### src/rtl/oam_scanner.sv
// Mode-2 OAM scanner: walks the Y/X bytes of all OAM entries and keeps up to
// MAX_SPRITES entries that intersect the latched scanline, in OAM order.
module oam_scanner #(
   parameter int MAX_SPRITES = 10,
   parameter int NUM_ENTRIES = 40
) (
   input  logic       clock,
   input  logic       reset_n,
   input  logic       start,
   input  logic [7:0] ly,
   input  logic       tall_sprites,
   input  logic [7:0] oam_data_in,
   output logic [7:0] oam_addr,
   output logic       oam_read_en,
   output logic       busy,
   output logic       done,
   output logic [3:0] sprite_count,
   input  logic [3:0] rd_index,
   output logic       rd_valid,
   output logic [7:0] rd_x,
   output logic [5:0] rd_oam_index,
   output logic [3:0] rd_row
);

   typedef enum logic [1:0] {IDLE, SCAN, DRAIN} state_t;

   localparam logic [6:0] LAST_CNT = 7'(2 * NUM_ENTRIES - 1);
   localparam logic [3:0] MAX_CNT  = 4'(MAX_SPRITES);

   state_t     state_q, state_d;
   logic [6:0] scan_cnt_q, scan_cnt_d;
   logic [7:0] oam_addr_q, oam_addr_d;
   logic       read_en_q, read_en_d;
   logic       busy_q, busy_d;
   logic       done_q, done_d;
   logic [3:0] count_q, count_d;
   logic [7:0] ly_q, ly_d;
   logic       tall_q, tall_d;
   logic [7:0] y_q, y_d;
   logic       prev_vld_q, prev_vld_d;
   logic       prev_p_q, prev_p_d;
   logic [5:0] prev_n_q, prev_n_d;

   logic [MAX_SPRITES-1:0][7:0] buf_x_q, buf_x_d;
   logic [MAX_SPRITES-1:0][5:0] buf_idx_q, buf_idx_d;
   logic [MAX_SPRITES-1:0][3:0] buf_row_q, buf_row_d;

   logic [8:0] line_w;
   logic [8:0] y_w;
   logic [8:0] height_w;
   logic       hit_w;
   logic [3:0] row_w;

   // Sprite vertical hit test in 9 bits so Y near 255 cannot wrap.
   always_comb begin
      line_w   = {1'b0, ly_q} + 9'd16;
      y_w      = {1'b0, y_q};
      height_w = tall_q ? 9'd16 : 9'd8;
      hit_w    = (line_w >= y_w) && (line_w < (y_w + height_w));
      row_w    = 4'(line_w - y_w);
   end

   always_comb begin
      state_d    = state_q;
      scan_cnt_d = scan_cnt_q;
      oam_addr_d = oam_addr_q;
      read_en_d  = read_en_q;
      busy_d     = busy_q;
      done_d     = 1'b0;
      count_d    = count_q;
      ly_d       = ly_q;
      tall_d     = tall_q;
      y_d        = y_q;
      buf_x_d    = buf_x_q;
      buf_idx_d  = buf_idx_q;
      buf_row_d  = buf_row_q;
      // Remember which byte was addressed this cycle; its data arrives next cycle.
      prev_vld_d = read_en_q;
      prev_p_d   = scan_cnt_q[0];
      prev_n_d   = scan_cnt_q[6:1];

      if (prev_vld_q) begin
         if (!prev_p_q) begin
            y_d = oam_data_in;
         end else if (hit_w && (count_q < MAX_CNT)) begin
            buf_x_d[count_q]   = oam_data_in;
            buf_idx_d[count_q] = prev_n_q;
            buf_row_d[count_q] = row_w;
            count_d            = count_q + 4'd1;
         end
      end

      case (state_q)
         IDLE: begin
            if (start) begin
               ly_d       = ly;
               tall_d     = tall_sprites;
               count_d    = 4'd0;
               scan_cnt_d = 7'd0;
               oam_addr_d = 8'h00;
               read_en_d  = 1'b1;
               busy_d     = 1'b1;
               state_d    = SCAN;
            end
         end
         SCAN: begin
            if (scan_cnt_q == LAST_CNT) begin
               read_en_d  = 1'b0;
               oam_addr_d = 8'h00;
               state_d    = DRAIN;
            end else begin
               scan_cnt_d = scan_cnt_q + 7'd1;
               oam_addr_d = {scan_cnt_d[6:1], 1'b0, scan_cnt_d[0]};
            end
         end
         DRAIN: begin
            busy_d  = 1'b0;
            done_d  = 1'b1;
            state_d = IDLE;
         end
         default: begin
            state_d = IDLE;
         end
      endcase
   end

   always_ff @(posedge clock or negedge reset_n) begin
      if (!reset_n) begin
         state_q    <= IDLE;
         scan_cnt_q <= 7'd0;
         oam_addr_q <= 8'h00;
         read_en_q  <= 1'b0;
         busy_q     <= 1'b0;
         done_q     <= 1'b0;
         count_q    <= 4'd0;
         ly_q       <= 8'h00;
         tall_q     <= 1'b0;
         y_q        <= 8'h00;
         prev_vld_q <= 1'b0;
         prev_p_q   <= 1'b0;
         prev_n_q   <= 6'd0;
         buf_x_q    <= '0;
         buf_idx_q  <= '0;
         buf_row_q  <= '0;
      end else begin
         state_q    <= state_d;
         scan_cnt_q <= scan_cnt_d;
         oam_addr_q <= oam_addr_d;
         read_en_q  <= read_en_d;
         busy_q     <= busy_d;
         done_q     <= done_d;
         count_q    <= count_d;
         ly_q       <= ly_d;
         tall_q     <= tall_d;
         y_q        <= y_d;
         prev_vld_q <= prev_vld_d;
         prev_p_q   <= prev_p_d;
         prev_n_q   <= prev_n_d;
         buf_x_q    <= buf_x_d;
         buf_idx_q  <= buf_idx_d;
         buf_row_q  <= buf_row_d;
      end
   end

   // Fetcher read port; entries beyond the live count read as zero.
   always_comb begin
      rd_valid     = (rd_index < count_q);
      rd_x         = 8'h00;
      rd_oam_index = 6'd0;
      rd_row       = 4'd0;
      if (rd_valid) begin
         rd_x         = buf_x_q[rd_index];
         rd_oam_index = buf_idx_q[rd_index];
         rd_row       = buf_row_q[rd_index];
      end
   end

   assign oam_addr     = oam_addr_q;
   assign oam_read_en  = read_en_q;
   assign busy         = busy_q;
   assign done         = done_q;
   assign sprite_count = count_q;

endmodule

### config.mk
export PLATFORM = sky130hd
export DESIGN_NAME = oam_scanner
export DESIGN_NICKNAME = d
export VERILOG_FILES = /design/src/rtl/oam_scanner.sv
export SDC_FILE = /design/constraint.sdc
export NUM_CORES = 1
export LEC_CHECK = 0
export ABC_CLOCK_PERIOD_IN_PS = 3900
export BUFFER_PORTS_ARGS = -buffer_cell sky130_fd_sc_hd__clkbuf_2
export CORE_ASPECT_RATIO = 0.5
export CORE_MARGIN = 2
export CORE_UTILIZATION = 37
export DETAILED_ROUTE_END_ITERATION = 8
export GPL_TIMING_DRIVEN = 0
export SLEW_MARGIN = 20
export SYNTH_ARGS = -nofsm -noshare
export SYNTH_HDL_FRONTEND = slang
export SYNTH_SLANG_ARGS = --single-unit
### constraint.sdc
create_clock -name clock -period 3.9 [get_ports clock]
set_input_delay 0.39 -clock clock [delete_from_list [all_inputs] [get_ports clock]]
set_output_delay 0.39 -clock clock [all_outputs]
set_load 0.02 [all_outputs]
==> results of run 1 <==
## state kept, by name, summed over array words and instances (netlist names), 2 cells and up
signal	count
buf_row_q	40
ly_q	8
y_q	8
buf_idx_q	60
buf_x_q	80
state_q	2
prev_n_q	6
scan_cnt_q	7
sprite_count	4
oam_addr	7
## through the flow
step	cells	setup WS, ps
2_1_floorplan	791	319
3_3_place_gp	1237	-1970
3_5_place_dp	1239	-633
4_1_cts	1290	-0.434
5_1_grt	1292	-26.0
6_report	1292	169
## layout by cell type, fill, tap and decap left out, drive strengths merged, types with 2 or more instances in the layout
cell type  Yosys  routed
dfrtp        228     228
mux2         171     171
clkbuf        26     118
nand2         56      56
mux2i         47      47
mux4          36      36
inv           31      31
buf           18      30
o21ai         28      28
ha            25      25
and2          20      20
o22ai         19      19
nor2          12      12
nand3          8       8
a21oi          8       8
xnor2          7       7
a21o           6       6
nor4           5       5
nand4          4       4
xor2           4       4
or3            4       4
nor3           4       4
nor2b          3       3
clkinv         0       3
and3           2       2
nand2b         2       2
or2            2       2
fa             2       2
a31oi          2       2
## per-layer routing
layer | vias to the layer above | share of wire, % | track usage, %
met4 | 0 | 2.3 | 4.10
met1 | 3458 | 47 | 24.7
met3 | 39 | 4.5 | 2.66
met2 | 108 | 46 | 26.6
met5 | - | 0 | 0
li1 | 3019 | - | -
## worst paths after layout
check	slack (ps)	startpoint	endpoint
max	170	tall_q$_DFFE_PN0P_	buf_row_q[25]$_DFFE_PN0P_
min	70	ly[2]	ly_q[2]$_DFFE_PN0P_
min reg2reg	420	oam_read_en$_DFFE_PN0P_	prev_vld_q$_DFF_PN0_
max reg2reg	170	tall_q$_DFFE_PN0P_	buf_row_q[25]$_DFFE_PN0P_
min in group asynchronous	440	reset_n	oam_addr[0]$_DFFE_PN0P_
max in group asynchronous	2250	reset_n	buf_x_q[12]$_DFFE_PN0P_
## repair_timing
| action | 4_1_cts | 5_1_grt |
|---|---|---|
| setup buffers | 10 | 2 |
| hold buffers | 1 | 0 |
| pin swaps | 8 | 1 |
| gates resized for setup | 8 | 11 |
| hold endpoints to repair | 72 | 0 |
| setup endpoints to repair | 138 | 98 |
## worst max-delay path, cell delays in order (launching register included)
cell	delay [ps]
dfrtp_1	390
inv_1	140
ha_1	180
inv_1	60
fa_1	400
nor3_1	190
xnor2_1	170
ha_1	280
nand4_1	130
or2_2	130
o31a_1	260
nand2_4	120
buf_4	220
nor4_4	340
buf_6	220
mux2_2	350
## layout make-up
cell class / count / share of cell area (%)
buffer: 43 / 1.89
clock buffer: 35 / 5.61
multi-input combinational: 488 / 38.5
inverter: 31 / 0.919
clock inverter: 5 / 0.445
tap: 391 / 3.87
sequential: 228 / 45.1
timing repair buffer: 71 / 3.72
## logic make-up (layout without fill, tap and decap cells)
| group | Yosys count | in the layout | synth area share [%] |
|---|---|---|---|
| flip-flops | 228 | 228 | 52.6 |
| adder cells (fa/ha/maj) | 27 | 27 | 3.25 |
| AO/OA/AOI/OAI | 70 | 70 | 4.03 |
| XOR/XNOR | 11 | 11 | 0.887 |
| other | 1 | 1 | 0.0345 |
| AND/OR/NAND/NOR | 125 | 125 | 6.21 |
| multiplexers | 254 | 254 | 29.9 |
| buffers and inverters | 75 | 185 | 3.17 |
## power by group through the flow
stage / logic [W] / registers [W] / clock network (W)
after detailed placement: 0.000213 / 0.00242 / 0
final: 0.000210 / 0.00237 / 0.00223
after global placement: 0.000199 / 0.00242 / 0
after floorplan: 0.0000977 / 0.00242 / 0
after CTS: 0.000215 / 0.00237 / 0.00228
after global routing: 0.000234 / 0.00237 / 0.00240
==> results.json, run 1 <==
{
  "status": "finished clean",
  "path_class": "reg -> reg",
  "die_area_mm2": 0.0308,
  "wl_per_cell_um": 19.6,
  "synth_commonest_cells": "dfrtp_1, mux2_2, nand2_1, mux2i_1, mux4_2",
  "drive_above_1_share_pct": 38.5,
  "groute.usage.overall_pct": 17.0,
  "leakage_nw": 6.11,
  "syn_avg_cell_area_um2": 13.7,
  "vias_per_cell": 5.13,
  "ys_top_cells_by_area": "dfrtp_1, mux2_2, mux4_2",
  "ff2ff_path_depth": 15,
  "yosysTopAreaCell": "dfrtp_1",
  "seqPwrFrac_pct": 49.3,
  "vias": 6624,
  "drtIter0Drc": 325,
  "cp_max_fo": 10,
  "finalNetCount": 937,
  "ir_worst_vdd_v": 0.000271,
  "fin_util_pct": 43.8,
  "timing.hold.ws_ps": 69.6,
  "rows": 44,
  "cp.required_ps": 4290,
  "synth_flop_cell": "dfrtp_1",
  "power.share.clock_pct": 46.3,
  "die_h_um": 125,
  "drt-total-wl_um": 25300,
  "first_pass_iters": 6,
  "insertion_delay_ps": 510,
  "hold_viol_final": 0,
  "switching_share_pct": 22.1,
  "clkTransAtPathRegs_ps": 70,
  "regArea_mm2": 0.00571,
  "finClkSkew_ps": 9.87,
  "postRouteAntennaNets": 0,
  "postSynthCellCount": 791,
  "internal_power_w": 0.00375,
  "worst_slew_pin_slew_ps": 1020,
  "synthArstFlopShare_pct": 100,
  "synth_seq_cells": 228,
  "synthesis.area_mm2": 0.0109,
  "synth_cell_types": 48,
  "clock-sinks": 228,
  "cts.path.max_buffers": 3,
  "synth_top_area_share_pct": 52.6,
  "root_buffer": "clkbuf_16",
  "yosys_warnings": 0,
  "slew_viol_final": 0,
  "grt_pass1_wl_um": 40700,
  "dpl-instance-area_mm2": 0.0117,
  "hold_path.class": "in -> reg",
  "end_kind": "flop",
  "syn-num-nets": 842,
  "start_kind": "flop",
  "switchingPower_w": 0.00106,
  "synth-seq-area-share_pct": 52.6,
  "drcViolationCount": 0,
  "fp.dieW_um": 246,
  "arrival_ps": 4120,
  "grt_pass1_vias": 6992,
  "p_total_w": 0.00481,
  "setup_violations": 0,
  "fin_crit_sh_pct": 95.7,
  "grt_antenna_before_repair": 0,
  "comb_power_share_pct": 4.4,
  "stdcell_area_mm2": 0.0127,
  "clock.fmax_ghz": 0.268,
  "cts_made_buffers": 23,
  "io_buffers": 55,
  "hpwlAfterDp_um": 17100,
  "fill_cells": 2615,
  "power.density_mw_per_mm2": 380,
  "grt_max_degree": 83,
  "gp_congestion": 0.798,
  "initial_core_util_pct": 37.6,
  "yosysMostFrequentCell": "dfrtp_1",
  "hold_depth": 3,
  "multi_input_area_mm2": 0.00487,
  "num_io_pins": 58,
  "tritoncts": "built",
  "grt.overflow.total": 0,
  "relSlewSlack_pct": 32.0,
  "diodes": 0,
  "ctsHtreeMaxLevel": 1,
  "synth_edf_count": 0,
  "min_period_ps": 3730,
  "core_mm2": 0.0289,
  "area_delta_synth_final_pct": 16.6,
  "maxCapViolCount": 0,
  "tns_ps": 0
}
Power figures use the tool's default switching activity.
==> inputs of run 2 (changes only) <==
- ABC_CLOCK_PERIOD_IN_PS: 3900 -> 3600
- clock period: 3.9 -> 3.6 ns (I/O delays scaled with it)
==> results.json, run 2 (synthesized netlist as in run 1, its figures left out) <==
{
  "grt_pass1_wl_um": 40900,
  "finalNetCount": 946,
  "drt-total-wl_um": 25600,
  "area_delta_synth_final_pct": 17.7,
  "relSlewSlack_pct": 32.2,
  "comb_power_share_pct": 4.4,
  "leakage_nw": 6.17,
  "setup_violations": 0,
  "path_buf_inv": 4,
  "grt_pass1_vias": 7029,
  "arrival_ps": 3810,
  "largest_reg_flops": 80,
  "root_buffer": "clkbuf_16",
  "internal_power_w": 0.00406,
  "rsz0062_at_grt": "no",
  "ff2ff_path_depth": 15,
  "p_total_w": 0.00522,
  "num_io_pins": 58,
  "drive_above_1_share_pct": 39.9,
  "drtIter0Drc": 361,
  "vias": 6657,
  "fp.dieW_um": 246,
  "diodes": 0,
  "min_period_ps": 3420,
  "end_kind": "flop",
  "clock.fmax_ghz": 0.292,
  "postRouteAntennaNets": 0,
  "wl_per_cell_um": 19.7,
  "tritoncts": "built",
  "cts_made_buffers": 23,
  "clock-sinks": 228,
  "rows": 44,
  "cp_max_fo": 10,
  "die_area_mm2": 0.0308,
  "fin_cells": 1301,
  "switching_share_pct": 22.1,
  "hold_viol_final": 0,
  "finClkSkew_ps": 8.83,
  "tns_ps": 0,
  "max_stage_delay_ps": 400,
  "grt_antenna_before_repair": 0,
  "switchingPower_w": 0.00115,
  "path_cells": "inv_2 -> ha_1 -> inv_1 -> fa_2 -> nor3_2 -> xnor2_1 -> ha_1 -> nand4_1 -> or2_2 -> o31a_1 -> nand2_4 -> buf_4 -> nor4_4 -> buf_4 -> mux2_2",
  "grt_max_degree": 83,
  "clkTransAtPathRegs_ps": 70,
  "top_register": "buf_x_q",
  "ir_worst_vdd_v": 0.000294,
  "core_mm2": 0.0289,
  "die_h_um": 125,
  "hpwlAfterDp_um": 17100,
  "power.density_mw_per_mm2": 409,
  "vias_per_cell": 5.12,
  "cts.path.max_buffers": 3,
  "initial_core_util_pct": 37.6,
  "io_buffers": 55,
  "power.share.clock_pct": 46.4,
  "status": "finished clean",
  "hold_path.class": "in -> reg",
  "seqPwrFrac_pct": 49.2,
  "start_kind": "flop",
  "cp.required_ps": 3990,
  "dp_cells": 1239,
  "path_class": "reg -> reg",
  "worst_slew_pin_slew_ps": 1010,
  "first_pass_iters": 6,
  "cp.depth": 15,
  "ctsHtreeMaxLevel": 1,
  "cp_slowest_cell": "dfrtp_1",
  "fin_crit_sh_pct": 95.0,
  "groute.usage.overall_pct": 17.1,
  "largestRegisters": "buf_x_q: 80 flops, buf_idx_q: 60 flops, buf_row_q: 40 flops",
  "maxCapViolCount": 0,
  "gp_congestion": 0.798,
  "hold_depth": 3,
  "insertion_delay_ps": 510,
  "crit_family": "adder cells",
  "grt.overflow.total": 0,
  "drcViolationCount": 0,
  "final_common_cell": "dfrtp_1",
  "slew_viol_final": 0,
  "final_cell_mix": "dfrtp_1, mux2_2, clkbuf_2, nand2_1, mux2i_1"
}
[run 2: area by class of cell]
class                      instances  area, um^2
buffer                            42         260
clock buffer                      35         711
clock inverter                     5        56.3
fill                            2606       16100
inverter                          31         116
multi-input combinational        488        4880
sequential                       228        5710
tap                              391         489
timing repair buffer              81         549
[run 2: metrics by stage]
stage               hold slack [ps]  cell area, um^2  utilization (%)  setup WS, ps
floorplan                      64.4            10900                -          19.2
global placement                408            11600             40.2         -2240
detailed placement              414            11700             40.5          -933
CTS                            28.8            12700             43.9          42.6
global route                   32.2            12800             44.2          10.4
finish                         42.9            12800             44.2           178
[run 2: metal layers]
layer	wire length [um]	part of all wire, %	GRT usage (%)
met1	12300	48	24.7
met2	11800	46	26.9
met3	1020	4.0	2.71
met4	541	2.1	4.14
met5	0	0	0
[run 2: worst reg2reg max path, delay by kind of cell, from the launching register on]
kind | cells | cell delay, ps
fa+ha+maj | 3 | 800
simple gates | 5 | 700
buf+inv | 4 | 620
flops | 1 | 400
mux | 1 | 370
compound gates | 1 | 260
xor+xnor | 1 | 160
[run 2: power by group through the flow]
stage	Clock, W	Combinational, W	Sequential, W
6_report	0.00242	0.000230	0.00257
5_1_grt	0.00260	0.000255	0.00257
4_1_cts	0.00247	0.000235	0.00257
3_3_place_gp	0	0.000215	0.00262
3_5_place_dp	0	0.000231	0.00262
2_1_floorplan	0	0.000106	0.00262
[run 2: path summary, 6_finish.rpt]
path                                         start                         to  slack, ps
setup / recovery                tall_q$_DFFE_PN0P_     buf_x_q[5]$_DFFE_PN0P_        180
hold / removal                               ly[2]        ly_q[2]$_DFFE_PN0P_         40
setup reg to reg                tall_q$_DFFE_PN0P_     buf_x_q[5]$_DFFE_PN0P_        180
hold reg to reg            oam_read_en$_DFFE_PN0P_       prev_vld_q$_DFF_PN0_        420
max in group asynchronous                  reset_n  buf_row_q[36]$_DFFE_PN0P_       1970
min in group asynchronous                  reset_n    oam_addr[0]$_DFFE_PN0P_        420
[run 2: repair_timing]
| item | 4_1_cts | 5_1_grt |
|---|---|---|
| gates resized for setup | 23 | 10 |
| setup endpoints to repair | 178 | 113 |
| hold buffers | 1 | 0 |
| buffers inserted | 14 | 8 |
| endpoints found under the hold margin | 72 | 0 |
| gates cloned | 0 | 0 |
| pin swaps | 9 | 6 |
==> inputs of run 3 (changes only) <==
--- a/config.mk
+++ b/config.mk
@@ -13,4 +13,5 @@
 export DETAILED_ROUTE_END_ITERATION = 8
 export GPL_TIMING_DRIVEN = 0
+export SKIP_LAST_GASP = 1
 export SLEW_MARGIN = 20
 export SYNTH_ARGS = -nofsm -noshare
==> constraint.sdc (replaced) <==
create_clock -name clock -period 3.6 [get_ports clock]
set_input_delay 0.72 -clock clock [delete_from_list [all_inputs] [get_ports clock]]
set_output_delay 0.72 -clock clock [all_outputs]
set_load 0.02 [all_outputs]
==> results.json, run 3 (synthesized netlist as in run 1, its figures left out) <==
{
  "p_total_w": 0.00522,
  "path_class": "in -> out",
  "cp_max_fo": 10,
  "power.density_mw_per_mm2": 407,
  "num_io_pins": 58,
  "min_period_ps": 3500,
  "end_kind": "primary output",
  "cts-hold-fix-buffers": 0,
  "diodes": 0,
  "rows": 44,
  "switching_share_pct": 22.1,
  "root_buffer": "clkbuf_16",
  "grt.busiest_layer": "met2",
  "cpMostUsedCell": "clkbuf_2",
  "grt_pass1_vias": 7039,
  "clock.fmax_ghz": 0.286,
  "setup_violations": 0,
  "groute.usage.overall_pct": 17.1,
  "grtUsageMet1_pct": 24.9,
  "grt.overflow.total": 0,
  "ir_worst_vdd_v": 0.000295,
  "finClkSkew_ps": 8.89,
  "postRouteAntennaNets": 0,
  "finalNetCount": 948,
  "internal_power_w": 0.00407,
  "comb_power_share_pct": 4.5,
  "hold_path.class": "in -> async",
  "final_cell_mix": "dfrtp_1, mux2_2, clkbuf_2, nand2_1, mux2i_1",
  "cp.required_ps": 2880,
  "stdcell_area_mm2": 0.0128,
  "grt_max_degree": 83,
  "initial_core_util_pct": 37.6,
  "hold_viol_final": 0,
  "final_common_cell": "dfrtp_1",
  "hpwlAfterDp_um": 17100,
  "tritoncts": "built",
  "worst_slew_pin_slew_ps": 999,
  "start_kind": "primary input",
  "met2_usage_pct": 27.0,
  "insertion_delay_ps": 510,
  "gp_congestion": 0.798,
  "area_delta_synth_final_pct": 18.3,
  "drtIter0Drc": 376,
  "leakage_nw": 6.21,
  "timing.hold.ws_ps": 209,
  "arrival_ps": 2780,
  "clkTransAtPathRegs_ps": 60,
  "die_area_mm2": 0.0308,
  "maxCapViolCount": 0,
  "cts.path.max_buffers": 3,
  "tns_ps": 0,
  "drcViolationCount": 0,
  "top_register": "buf_x_q",
  "fill_cells": 2606,
  "first_pass_iters": 4,
  "die_h_um": 125,
  "wl_per_cell_um": 19.8,
  "cp_slowest_cell": "clkbuf_1",
  "status": "finished clean",
  "clock-sinks": 228,
  "use_met3_pct": 2.71,
  "path_cells": "clkbuf_2 -> clkbuf_2 -> clkbuf_1 -> mux2i_1 -> o22ai_1 -> and2_1 -> clkbuf_2",
  "cts_made_buffers": 23,
  "io_buffers": 55,
  "largestRegisters": "buf_x_q: 80 flops, buf_idx_q: 60 flops, buf_row_q: 40 flops",
  "vias_per_cell": 5.10,
  "grt_antenna_before_repair": 0,
  "core_mm2": 0.0289,
  "switchingPower_w": 0.00115,
  "dpl-instance-area_mm2": 0.0117,
  "fin_crit_sh_pct": 97.1,
  "vias": 6650,
  "drive_above_1_share_pct": 41.1,
  "max_stage_delay_ps": 780,
  "power.share.clock_pct": 46.3,
  "largest_reg_flops": 80,
  "ctsHtreeMaxLevel": 1,
  "relSlewSlack_pct": 33.2,
  "drt-total-wl_um": 25800,
  "grt_pass1_wl_um": 41000,
  "slew_viol_final": 0,
  "seqPwrFrac_pct": 49.2,
  "fp.dieW_um": 246
}
run 3: final cells by class:
class | instances | area, um^2 | share of cell area, %
buffer | 42 | 275 | 2.14
timing repair buffer | 83 | 599 | 4.67
clock buffer | 35 | 711 | 5.54
inverter | 31 | 116 | 0.906
multi-input combinational | 488 | 4880 | 38.0
sequential | 228 | 5710 | 44.4
tap | 391 | 489 | 3.81
clock inverter | 5 | 56.3 | 0.439
run 3: path summary, 6_finish.rpt:
path | startpoint | endpoint | slack [ps] | cells past startpoint
min | reset_n | oam_addr[0]$_DFFE_PN0P_ | 210 | 1
max reg2reg | tall_q$_DFFE_PN0P_ | buf_x_q[69]$_DFFE_PN0P_ | 120 | 16
min in group clock | ly[2] | ly_q[2]$_DFFE_PN0P_ | 400 | 3
max | rd_index[2] | rd_x[6] | 100 | 7
min reg2reg | oam_read_en$_DFFE_PN0P_ | prev_vld_q$_DFF_PN0_ | 420 | 0
max in group asynchronous | reset_n | buf_row_q[36]$_DFFE_PN0P_ | 2180 | 3
run 3: repair_timing:
action,CTS,global route
gates cloned,1,1
pin swaps,9,7
resized for setup,42,17
setup buffers,15,8
endpoints found under the setup margin,181,174
run 3: routing by layer:
| metal | wire length (um) | vias to the layer above | share of wire, % |
|---|---|---|---|
| li1 | - | 3036 | - |
| met4 | 506 | 0 | 2.0 |
| met5 | 0 | - | 0 |
| met3 | 1160 | 34 | 4.5 |
| met1 | 12200 | 3480 | 47 |
| met2 | 11900 | 100 | 46 |
run 3: critical path: cells and delay by family:
| family | cells | cell delay, ps |
|---|---|---|
| compound gates | 1 | 110 |
| mux | 1 | 350 |
| buf+inv | 4 | 1400 |
| simple gates | 1 | 190 |
run 3: power by group through the flow:
stage	sequential, W	combinational [W]	clock [W]
after floorplan	0.00262	0.000106	0
after global placement	0.00262	0.000215	0
after detailed placement	0.00262	0.000231	0
after CTS	0.00257	0.000235	0.00247
after global routing	0.00257	0.000257	0.00260
final	0.00257	0.000233	0.00242
run 3: per-stage QoR:
| stage | cells | setup slack, ps | utilization (%) |
|---|---|---|---|
| floorplan | 791 | 19.2 | - |
| global placement | 1237 | -2600 | 40.2 |
| detailed placement | 1239 | -933 | 40.5 |
| CTS | 1294 | 26.8 | 44.0 |
| global route | 1303 | -49.8 | 44.4 |
| finish | 1303 | 104 | 44.4 |
